## src/rtl/cnt_sync_tracker.sv

```systemverilog
// Resynchronises a foreign-domain binary count, accepts stable values and tracks them as a wide extended count.
// Optional `CNT_SYNC_TRACKER_ERRCNT_EN adds a saturating jump counter output err_count.
module cnt_sync_tracker #(
  parameter int CNT_W        = 4,
  parameter int EXT_W        = 16,
  parameter int STABLE_N     = 2,
  parameter int MAX_STEP     = 4,
  parameter int STALL_CYCLES = 32
) (
  input  logic             clk,
  input  logic             rst,
  input  logic [CNT_W-1:0] cnt_in,
  output logic             valid,
  output logic [CNT_W-1:0] cnt_sync,
  output logic             upd_pulse,
  output logic [CNT_W-1:0] delta,
  output logic             wrap_pulse,
  output logic             jump_pulse,
  output logic [EXT_W-1:0] ext_count,
  output logic             stall
`ifdef CNT_SYNC_TRACKER_ERRCNT_EN
  ,
  output logic [7:0]       err_count
`endif
);

  localparam int SW = $clog2(STABLE_N + 1);
  localparam int TW = $clog2(STALL_CYCLES + 1);
  localparam logic [SW-1:0]    STAB_MAX  = SW'(STABLE_N);
  localparam logic [TW-1:0]    TIMER_MAX = TW'(STALL_CYCLES);
  localparam logic [CNT_W-1:0] STEP_MAX  = CNT_W'(MAX_STEP);

  typedef enum logic [1:0] {S_IDLE, S_TRACK, S_STALL} state_t;

  state_t state, state_nxt;

  logic [CNT_W-1:0] sync1, sync2, prev;
  logic             s1_ok, s2_ok, prev_ok;
  logic [SW-1:0]    stab_cnt, stab_nxt;
  logic [TW-1:0]    timer, timer_nxt;
  logic             same, qualify, accept, legal;
  logic [CNT_W-1:0] d_raw;

  logic [CNT_W-1:0] cnt_nxt, delta_nxt;
  logic [EXT_W-1:0] ext_nxt;
  logic             upd_nxt, wrap_nxt, jump_nxt;

  // The *_ok flags keep the zeros left in the chain by reset from ever being counted as a sample.
  always_ff @(posedge clk or negedge rst) begin
    if (!rst) begin
      sync1    <= '0;
      sync2    <= '0;
      prev     <= '0;
      s1_ok    <= 1'b0;
      s2_ok    <= 1'b0;
      prev_ok  <= 1'b0;
      stab_cnt <= '0;
      timer    <= '0;
    end else begin
      sync1    <= cnt_in;
      sync2    <= sync1;
      prev     <= sync2;
      s1_ok    <= 1'b1;
      s2_ok    <= s1_ok;
      prev_ok  <= s2_ok;
      stab_cnt <= stab_nxt;
      timer    <= timer_nxt;
    end
  end

  // stab_cnt counts consecutive equal samples of sync2, saturating once the value has qualified.
  always_comb begin
    same     = prev_ok && (sync2 == prev);
    stab_nxt = '0;
    if (s2_ok) begin
      if (!same)
        stab_nxt = SW'(1);
      else if (stab_cnt == STAB_MAX)
        stab_nxt = STAB_MAX;
      else
        stab_nxt = stab_cnt + SW'(1);
    end
    qualify = s2_ok && (stab_nxt == STAB_MAX) && !(same && (stab_cnt == STAB_MAX));
    accept  = qualify && ((state == S_IDLE) || (sync2 != cnt_sync));
    d_raw   = sync2 - cnt_sync;
    legal   = (d_raw <= STEP_MAX);
  end

  always_comb begin
    timer_nxt = timer;
    if (accept || (state == S_IDLE))
      timer_nxt = '0;
    else if (timer != TIMER_MAX)
      timer_nxt = timer + TW'(1);
  end

  always_ff @(posedge clk or negedge rst) begin
    if (!rst)
      state <= S_IDLE;
    else
      state <= state_nxt;
  end

  always_comb begin
    state_nxt = state;
    case (state)
      S_IDLE:  if (accept) state_nxt = S_TRACK;
      S_TRACK: if (!accept && (timer_nxt == TIMER_MAX)) state_nxt = S_STALL;
      S_STALL: if (accept) state_nxt = S_TRACK;
      default: state_nxt = S_IDLE;
    endcase
  end

  // A STALL-state acceptance is handled exactly like a TRACK one; only the IDLE load is special.
  always_comb begin
    cnt_nxt   = cnt_sync;
    delta_nxt = delta;
    ext_nxt   = ext_count;
    upd_nxt   = 1'b0;
    wrap_nxt  = 1'b0;
    jump_nxt  = 1'b0;
    if (accept) begin
      cnt_nxt = sync2;
      upd_nxt = 1'b1;
      if (state == S_IDLE) begin
        delta_nxt = '0;
      end else begin
        delta_nxt = d_raw;
        if (legal) begin
          ext_nxt  = ext_count + EXT_W'(d_raw);
          wrap_nxt = (sync2 < cnt_sync);
        end else begin
          jump_nxt = 1'b1;
        end
      end
    end
  end

  always_ff @(posedge clk or negedge rst) begin
    if (!rst) begin
      cnt_sync   <= '0;
      delta      <= '0;
      ext_count  <= '0;
      upd_pulse  <= 1'b0;
      wrap_pulse <= 1'b0;
      jump_pulse <= 1'b0;
    end else begin
      cnt_sync   <= cnt_nxt;
      delta      <= delta_nxt;
      ext_count  <= ext_nxt;
      upd_pulse  <= upd_nxt;
      wrap_pulse <= wrap_nxt;
      jump_pulse <= jump_nxt;
    end
  end

  assign valid = (state != S_IDLE);
  assign stall = (state == S_STALL);

`ifdef CNT_SYNC_TRACKER_ERRCNT_EN
  always_ff @(posedge clk or negedge rst) begin
    if (!rst)
      err_count <= '0;
    else if (jump_nxt && (err_count != 8'hFF))
      err_count <= err_count + 8'd1;
  end
`endif

endmodule

```

## config.mk

```make
export PLATFORM = sky130hd
export DESIGN_NAME = cnt_sync_tracker
export DESIGN_NICKNAME = d
export VERILOG_FILES = /design/src/rtl/cnt_sync_tracker.sv
export SDC_FILE = /design/constraint.sdc
export NUM_CORES = 1
export LEC_CHECK = 0
export CAP_MARGIN = 5
export CORE_MARGIN = 4
export CORE_UTILIZATION = 35
export DETAILED_ROUTE_END_ITERATION = 16
export PLACE_DENSITY_LB_ADDON = 0.15
export REMOVE_ABC_BUFFERS = 1
export SLEW_MARGIN = 25
export SYNTH_ARGS = -nofsm -noshare
export SYNTH_HDL_FRONTEND = slang
export SYNTH_SLANG_ARGS = --single-unit
```

## constraint.sdc

```tcl
create_clock -name clk -period 3.51 [get_ports clk]
set_clock_uncertainty 0.1 [all_clocks]
set_input_delay 0.702 -clock clk [delete_from_list [all_inputs] [get_ports clk]]
set_output_delay 0.702 -clock clk [all_outputs]
set_load 0.005 [all_outputs]
```

==> results of run 1 <==
[critical path: cells and delay by family, from the launching register on]
kind,cells,cell delay (ns)
fa+ha+maj,3,0.95
simple gates,2,0.55
flops,1,0.43
xor+xnor,2,0.37
buf+inv,3,0.30
compound gates,2,0.19
[power groups by stage]
stage	Combinational, mW	Sequential (mW)	Clock [mW]
2_1_floorplan	0.145	0.647	0
3_3_place_gp	0.215	0.649	0
3_5_place_dp	0.216	0.650	0
4_1_cts	0.218	0.639	0.364
5_1_grt	0.240	0.642	0.385
6_report	0.213	0.638	0.343
[cell type report]
class / count / area [µm²] / area share, %
sequential: 52 / 1301 / 41.83
multi-input combinational: 153 / 1194 / 38.37
timing repair buffer: 37 / 357.8 / 11.50
tap: 96 / 120.1 / 3.862
clock buffer: 6 / 72.57 / 2.333
inverter: 13 / 48.80 / 1.569
clock inverter: 2 / 16.27 / 0.5229
[layout by cell type, fill, tap and decap left out, drive strengths merged, types with 2 or more instances in the layout]
cell type,instances
inv,13
dfrtp,52
nor2b,5
and4b,2
nand2,13
nor3b,2
xor2,14
clkdlybuf4s50,33
a21oi,5
and4,3
ha,12
nand4,9
or3,3
mux2,6
fa,2
and3,2
clkbuf,6
nand3,8
buf,4
o21ai,9
xnor2,11
nor4,3
nor3,7
a211oi,2
a21o,3
nor2,15
[how the worst min path moves through the flow]
stage / start / to / slack, ns
2_1_floorplan: s1_ok / s2_ok / 0.23
3_3_place_gp: sync1[0] / sync2[0] / 0.23
3_5_place_dp: sync1[0] / sync2[0] / 0.23
4_1_cts: sync1[0] / sync2[0] / 0.26
5_1_grt: sync1[0] / sync2[0] / 0.26
6_report: sync1[0] / sync2[0] / 0.26
[routing by layer]
| layer | global-route usage [%] | share of wire, % |
|---|---|---|
| met5 | 0 | 0 |
| met4 | 4.332 | 1.5 |
| met3 | 3.057 | 5.4 |
| met2 | 17.33 | 42 |
| met1 | 16.97 | 51 |
[flip-flops by register name, summed over array words and instances (netlist names), 2 cells and up]
name and count:
prev 4, ext_count 16, stab_cnt 2, timer 6
cnt_sync 4, delta 4, state 2, sync1 4
sync2 4
[through the flow]
stage	hold slack [ns]	power, mW
floorplan	0.2312	0.7922
global placement	0.2330	0.8645
detailed placement	0.2347	0.8664
CTS	0.2582	1.220
global route	0.2642	1.268
finish	0.2554	1.194
[cell families after synthesis]
kind of cell | share of synthesized area (%)
mux | 3.024
other cells | 0.1462
fa+ha+maj | 7.415
compound gates | 6.829
xor+xnor | 9.415
flops | 50.73
simple gates | 19.71
buf+inv | 2.731
==> results.yml, run 1 <==
outcome:
  status: "complete, no violations"
logic_synthesis:
  synth_ff_type: "dfrtp_1"
  yosysWarningCount: 0
  yosysSeqAreaShare_pct: 50.73
  yosys_register_bits: 52
  synth_edf_count: 0
  ys_async_sr_fraction_pct: 100.0
  yosys.area.top_type_share_pct: 50.73
  synth_top_area_cell: "dfrtp_1"
  yosysMostFrequentCell: "dfrtp_1"
  synthCells: 221
  synth_common_cells: "dfrtp_1 (52), nor2_1 (14), xor2_1 (14), nand2_1 (13)"
  avgSynthCellArea_um2: 11.61
  yosys.cell_types.count: 50
  yosys-top-cells-area: "dfrtp_1 (51%), ha_1 (5.9%), xor2_1 (4.8%)"
  syn_area_mm2: 0.002565
power:
  seq_power_share_pct: 53.5
  p_leak_nw: 1.391
  sw_frac_of_total_pct: 28.79
  p_per_area_mw_per_mm2: 383.7
  clkPwrFrac_pct: 28.7
  p_comb_share_pct: 17.8
  power.internal_mw: 0.8499
  switchingPower_mw: 0.3437
  vdd_drop_max_uv: 251.9
floorplan:
  dieWidth_um: 93.61
  dieArea_mm2: 0.008762
  top_level_ports: 35
  start_util_pct: 36.94
  core_mm2: 0.006944
  die_y_um: 93.61
  num_rows: 30
detailed_routing:
  finalWirelength_um: 4687
  vias: 1690
  antenna_left: 0
  vias_per_cell: 4.708
  wire_per_inst_um: 13.06
  drt_iter0_drc: 75
  route.detailed.drc: 0
  dr.pass1.iters: 4
clock_tree:
  clk_root_buffer_cell: "clkbuf_8"
  h-tree-depth: 2
  cts_made_buffers: 5
  insertion_delay_ns: 0.30
  cts_resized: 0
  ctsHoldBuffers: 0
  post-cts-setup-buffers: 0
  cts_tree: "yes"
  clockBufferDepth: 2
  clk_pin_slew_worst_paths_ns: 0.10
  cts.sink_count: 52
placement:
  dp.cells: 351
  postPlaceCellArea_mm2: 0.003022
  dp_hpwl_um: 3477
  place_ws_ns: 0.5509
  portBuffers: 34
  routabilityCongestion: 0.7813
job:
  max_cap_viol_count: 0
cells_and_area:
  fin_cells: 359
  fill_cells: 657
  nets: 282
  drive_above_1_share_pct: 13.31
  final_cell_area_mm2: 0.003110
  final_util_pct: 44.79
  syn_to_final_growth_pct: 21.27
  antennaDiodeCount: 0
timing:
  fin_crit_ns: 2.964
  slew_headroom_pct: 61.87
  drv_slew: 0
  finalSetupViolations: 0
  tns_ns: 0
  layout_setup_ws_ns: 0.5458
  worstMarginPinSlew_ns: 0.5719
  rsz0062_at_grt: "false"
  hold_viol: 0
  max_clock_freq_mhz: 337.4
  timing.final.crit_share_pct: 84.45
hold_path:
  hold_path_class: "flip-flop to flip-flop"
  hold_depth: 0
grt:
  grt.overflow.total: 0
  grt_usage_pct: 11.89
  grt_pass1_vias: 1671
  grt_max_degree: 28
  antenna_found_initial: 0
  grt_pass1_wl_um: 8217
critical_path:
  crit_path_start: "sync2[0]"
  worst_path_max_delay_cell: "dfrtp_1"
  crit_fanout: 6
  cp-endpoint: "ext_count[10]"
  reg2reg_slack_ns: 0.55
  worstPathArrival_ns: 3.09
  critPathCaptureType: "flip-flop"
  cp_data_required_time_ns: 3.64
  path_cells: "inv_1 > ha_1 > inv_1 > fa_1 > xor2_1 > ha_1 > a21o_1 > a21oi_1 > buf_4 > or3_1 > nor3_1 > xor2_1"
  crit_type: "flip-flop to flip-flop"
  r2r_start: "sync2[0]"
  r2r-end: "ext_count[10]"
  r2r_cells: 12
  startpoint_type: "flip-flop"
  cpPeakStageDelay_ns: 0.43
(Power assumes the default switching activity.)
==> run 2, diff against run 1 <==
clock period = 2.8 ns   (was 3.51 ns; I/O delays follow)
==> run 2 against run 1 <==
Die area stayed put. First-iteration DRC count is 31% lower. Final area is 4.1% higher. Total power is 30% higher. Core utilization is 1.8 points higher. Clock-buffer cell count is 1 higher. Fmax is 12% higher. Register-to-register slack worse by 0.39 ns. Largest cell class unchanged.
==> results.yml, run 2 (same netlist as run 1, synthesis figures left out) <==
clock_tree:
  clk_root_buffer_cell: "clkbuf_8"
  cts.sink_count: 52
  h-tree-depth: 2
  cts_tree: "yes"
  cts_made_buffers: 5
  clk_pin_slew_worst_paths_ns: 0.09
  clockBufferDepth: 2
  insertion_delay_ns: 0.31
detailed_routing:
  dr.pass1.iters: 4
  wire_per_inst_um: 12.83
  wl_met2_um: 2168
  vias_per_cell: 4.762
  drt_iter0_drc: 52
  finalWirelength_um: 4746
  routedLengthMet1_um: 2257
  top_layer: "met4"
  antenna_left: 0
  dr_wl_met3_um: 223
  vias: 1762
  route.detailed.drc: 0
critical_path:
  crit_path_start: "sync2[0]"
  crit_type: "flip-flop to flip-flop"
  path_cells: "inv_2 > ha_4 > inv_1 > fa_2 > xor2_2 > ha_1 > a21o_1 > a21oi_1 > or3_1 > nor3_2 > xor2_1"
  startpoint_type: "flip-flop"
  cp-endpoint: "ext_count[14]"
  worstPathArrival_ns: 2.78
  r2r_cells: 11
  crit_fanout: 4
  r2r_start: "sync2[0]"
  worst_path_max_delay_cell: "dfrtp_1"
  reg2reg_slack_ns: 0.15
  cp_data_required_time_ns: 2.93
  cpPeakStageDelay_ns: 0.40
  critPathCaptureType: "flip-flop"
  r2r-end: "ext_count[14]"
cells_and_area:
  final_cell_mix: "dfrtp_1 (52), clkdlybuf4s50_1 (33), nor2_1 (14)"
  top_register: "ext_count"
  multi_input_area_mm2: 0.001230
  largestRegisters: "ext_count (16), timer (6)"
  layout_commonest_cell: "dfrtp_1"
  largest_reg_flops: 16
  fill_cells: 666
  nets: 293
  drive_above_1_share_pct: 19.71
  ff_latch_area_mm2: 0.001301
  antennaDiodeCount: 0
  syn_to_final_growth_pct: 26.19
placement:
  portBuffers: 34
  dp_hpwl_um: 3600
  place_ws_ns: 0.02475
  routabilityCongestion: 0.8200
floorplan:
  core_mm2: 0.006944
  dieWidth_um: 93.61
  num_rows: 30
  die_y_um: 93.61
  dieArea_mm2: 0.008762
  start_util_pct: 36.94
  top_level_ports: 35
grt:
  grt_usage_pct: 12.14
  grt_pass1_vias: 1763
  grt_max_degree: 31
  grt.overflow.total: 0
  grt_pass1_wl_um: 8328
  antenna_found_initial: 0
job:
  max_cap_viol_count: 0
timing:
  max_clock_freq_mhz: 377.5
  layout_setup_ws_ns: 0.1513
  hold_viol: 0
  drv_slew: 0
  fin_hold_ws_ns: 0.2556
  fin_crit_ns: 2.649
  finalSetupViolations: 0
  timing.final.crit_share_pct: 94.60
outcome:
  status: "complete, no violations"
power:
  p_per_area_mw_per_mm2: 478.0
  vdd_drop_max_uv: 285.5
  p_leak_nw: 1.447
hold_path:
  hold_path_class: "flip-flop to flip-flop"
-- run 2: changes by cell type in the layout (fill, tap and decap cells not counted), moves of 2 or more --
| cell | delta |
|---|---|
| buf_4 | +10 |
| inv_1 | -2 |
| inv_2 | +2 |
| nor3_1 | -2 |
| nor3_2 | +2 |
-- run 2: critical path: cells and delay by family, from the launching register on --
family | cells | cell delay [ns]
simple gates | 2 | 0.55
buf+inv | 2 | 0.12
fa+ha+maj | 3 | 0.86
compound gates | 2 | 0.22
flops | 1 | 0.40
xor+xnor | 2 | 0.33
-- run 2: how the worst min path moves through the flow --
stage / cells after the start / slack, ns / start / end
finish: 0 / 0.26 / sync1[1] / sync2[1]
CTS: 0 / 0.26 / sync1[1] / sync2[1]
floorplan: 0 / 0.16 / rst / cnt_sync[0]
global placement: 0 / 0.23 / sync1[0] / sync2[0]
detailed placement: 0 / 0.24 / sync1[1] / sync2[1]
global route: 0 / 0.27 / sync1[0] / sync2[0]
-- run 2: through the flow --
| stage | TNS [ns] | cell area, µm² | std cells | utilization [%] | power (mW) |
|---|---|---|---|---|---|
| global route | -0.0005242 | 3237 | 370 | 46.61 | 1.644 |
| detailed placement | 0 | 3074 | 358 | 44.27 | 1.099 |
| CTS | 0 | 3188 | 367 | 45.91 | 1.555 |
| global placement | 0 | 3074 | 358 | 44.27 | 1.095 |
| finish | 0 | 3237 | 370 | 46.61 | 1.547 |
| floorplan | 0 | 2544 | 218 | - | 0.9931 |
-- run 2: per-layer routing --
metal | up-vias | track usage [%]
met1 | 847 | 16.51
met2 | 32 | 18.28
met4 | 0 | 5.415
met3 | 7 | 2.977
li1 | 876 | -
met5 | - | 0
-- run 2: power by group --
part / switching (mW) / internal [mW] / total (mW) / leakage (nW)
Sequential: 0.0224 / 0.777 / 0.799 / 0.687
Combinational: 0.166 / 0.139 / 0.305 / 0.716
Clock: 0.242 / 0.201 / 0.443 / 0.0445
Total: 0.430 / 1.12 / 1.55 / 1.45
-- run 2: cell type report --
type / count / share of cell area [%]
Timing Repair Buffer: 48 / 13.68
Clock inverter: 1 / 0.2319
Multi-Input combinational cell: 153 / 38.00
Clock buffer: 7 / 2.667
Inverter: 13 / 1.508
Tap cell: 96 / 3.711
Sequential cell: 52 / 40.20
-- run 2: timing repair --
| item | CTS | global route |
|---|---|---|
| setup endpoints to repair | 2 | 11 |
| buffers inserted | 0 | 3 |
| hold buffers | 1 | 0 |
| pin swaps | 0 | 7 |
| endpoints found under the hold margin | 1 | 0 |
| resized for setup | 2 | 8 |
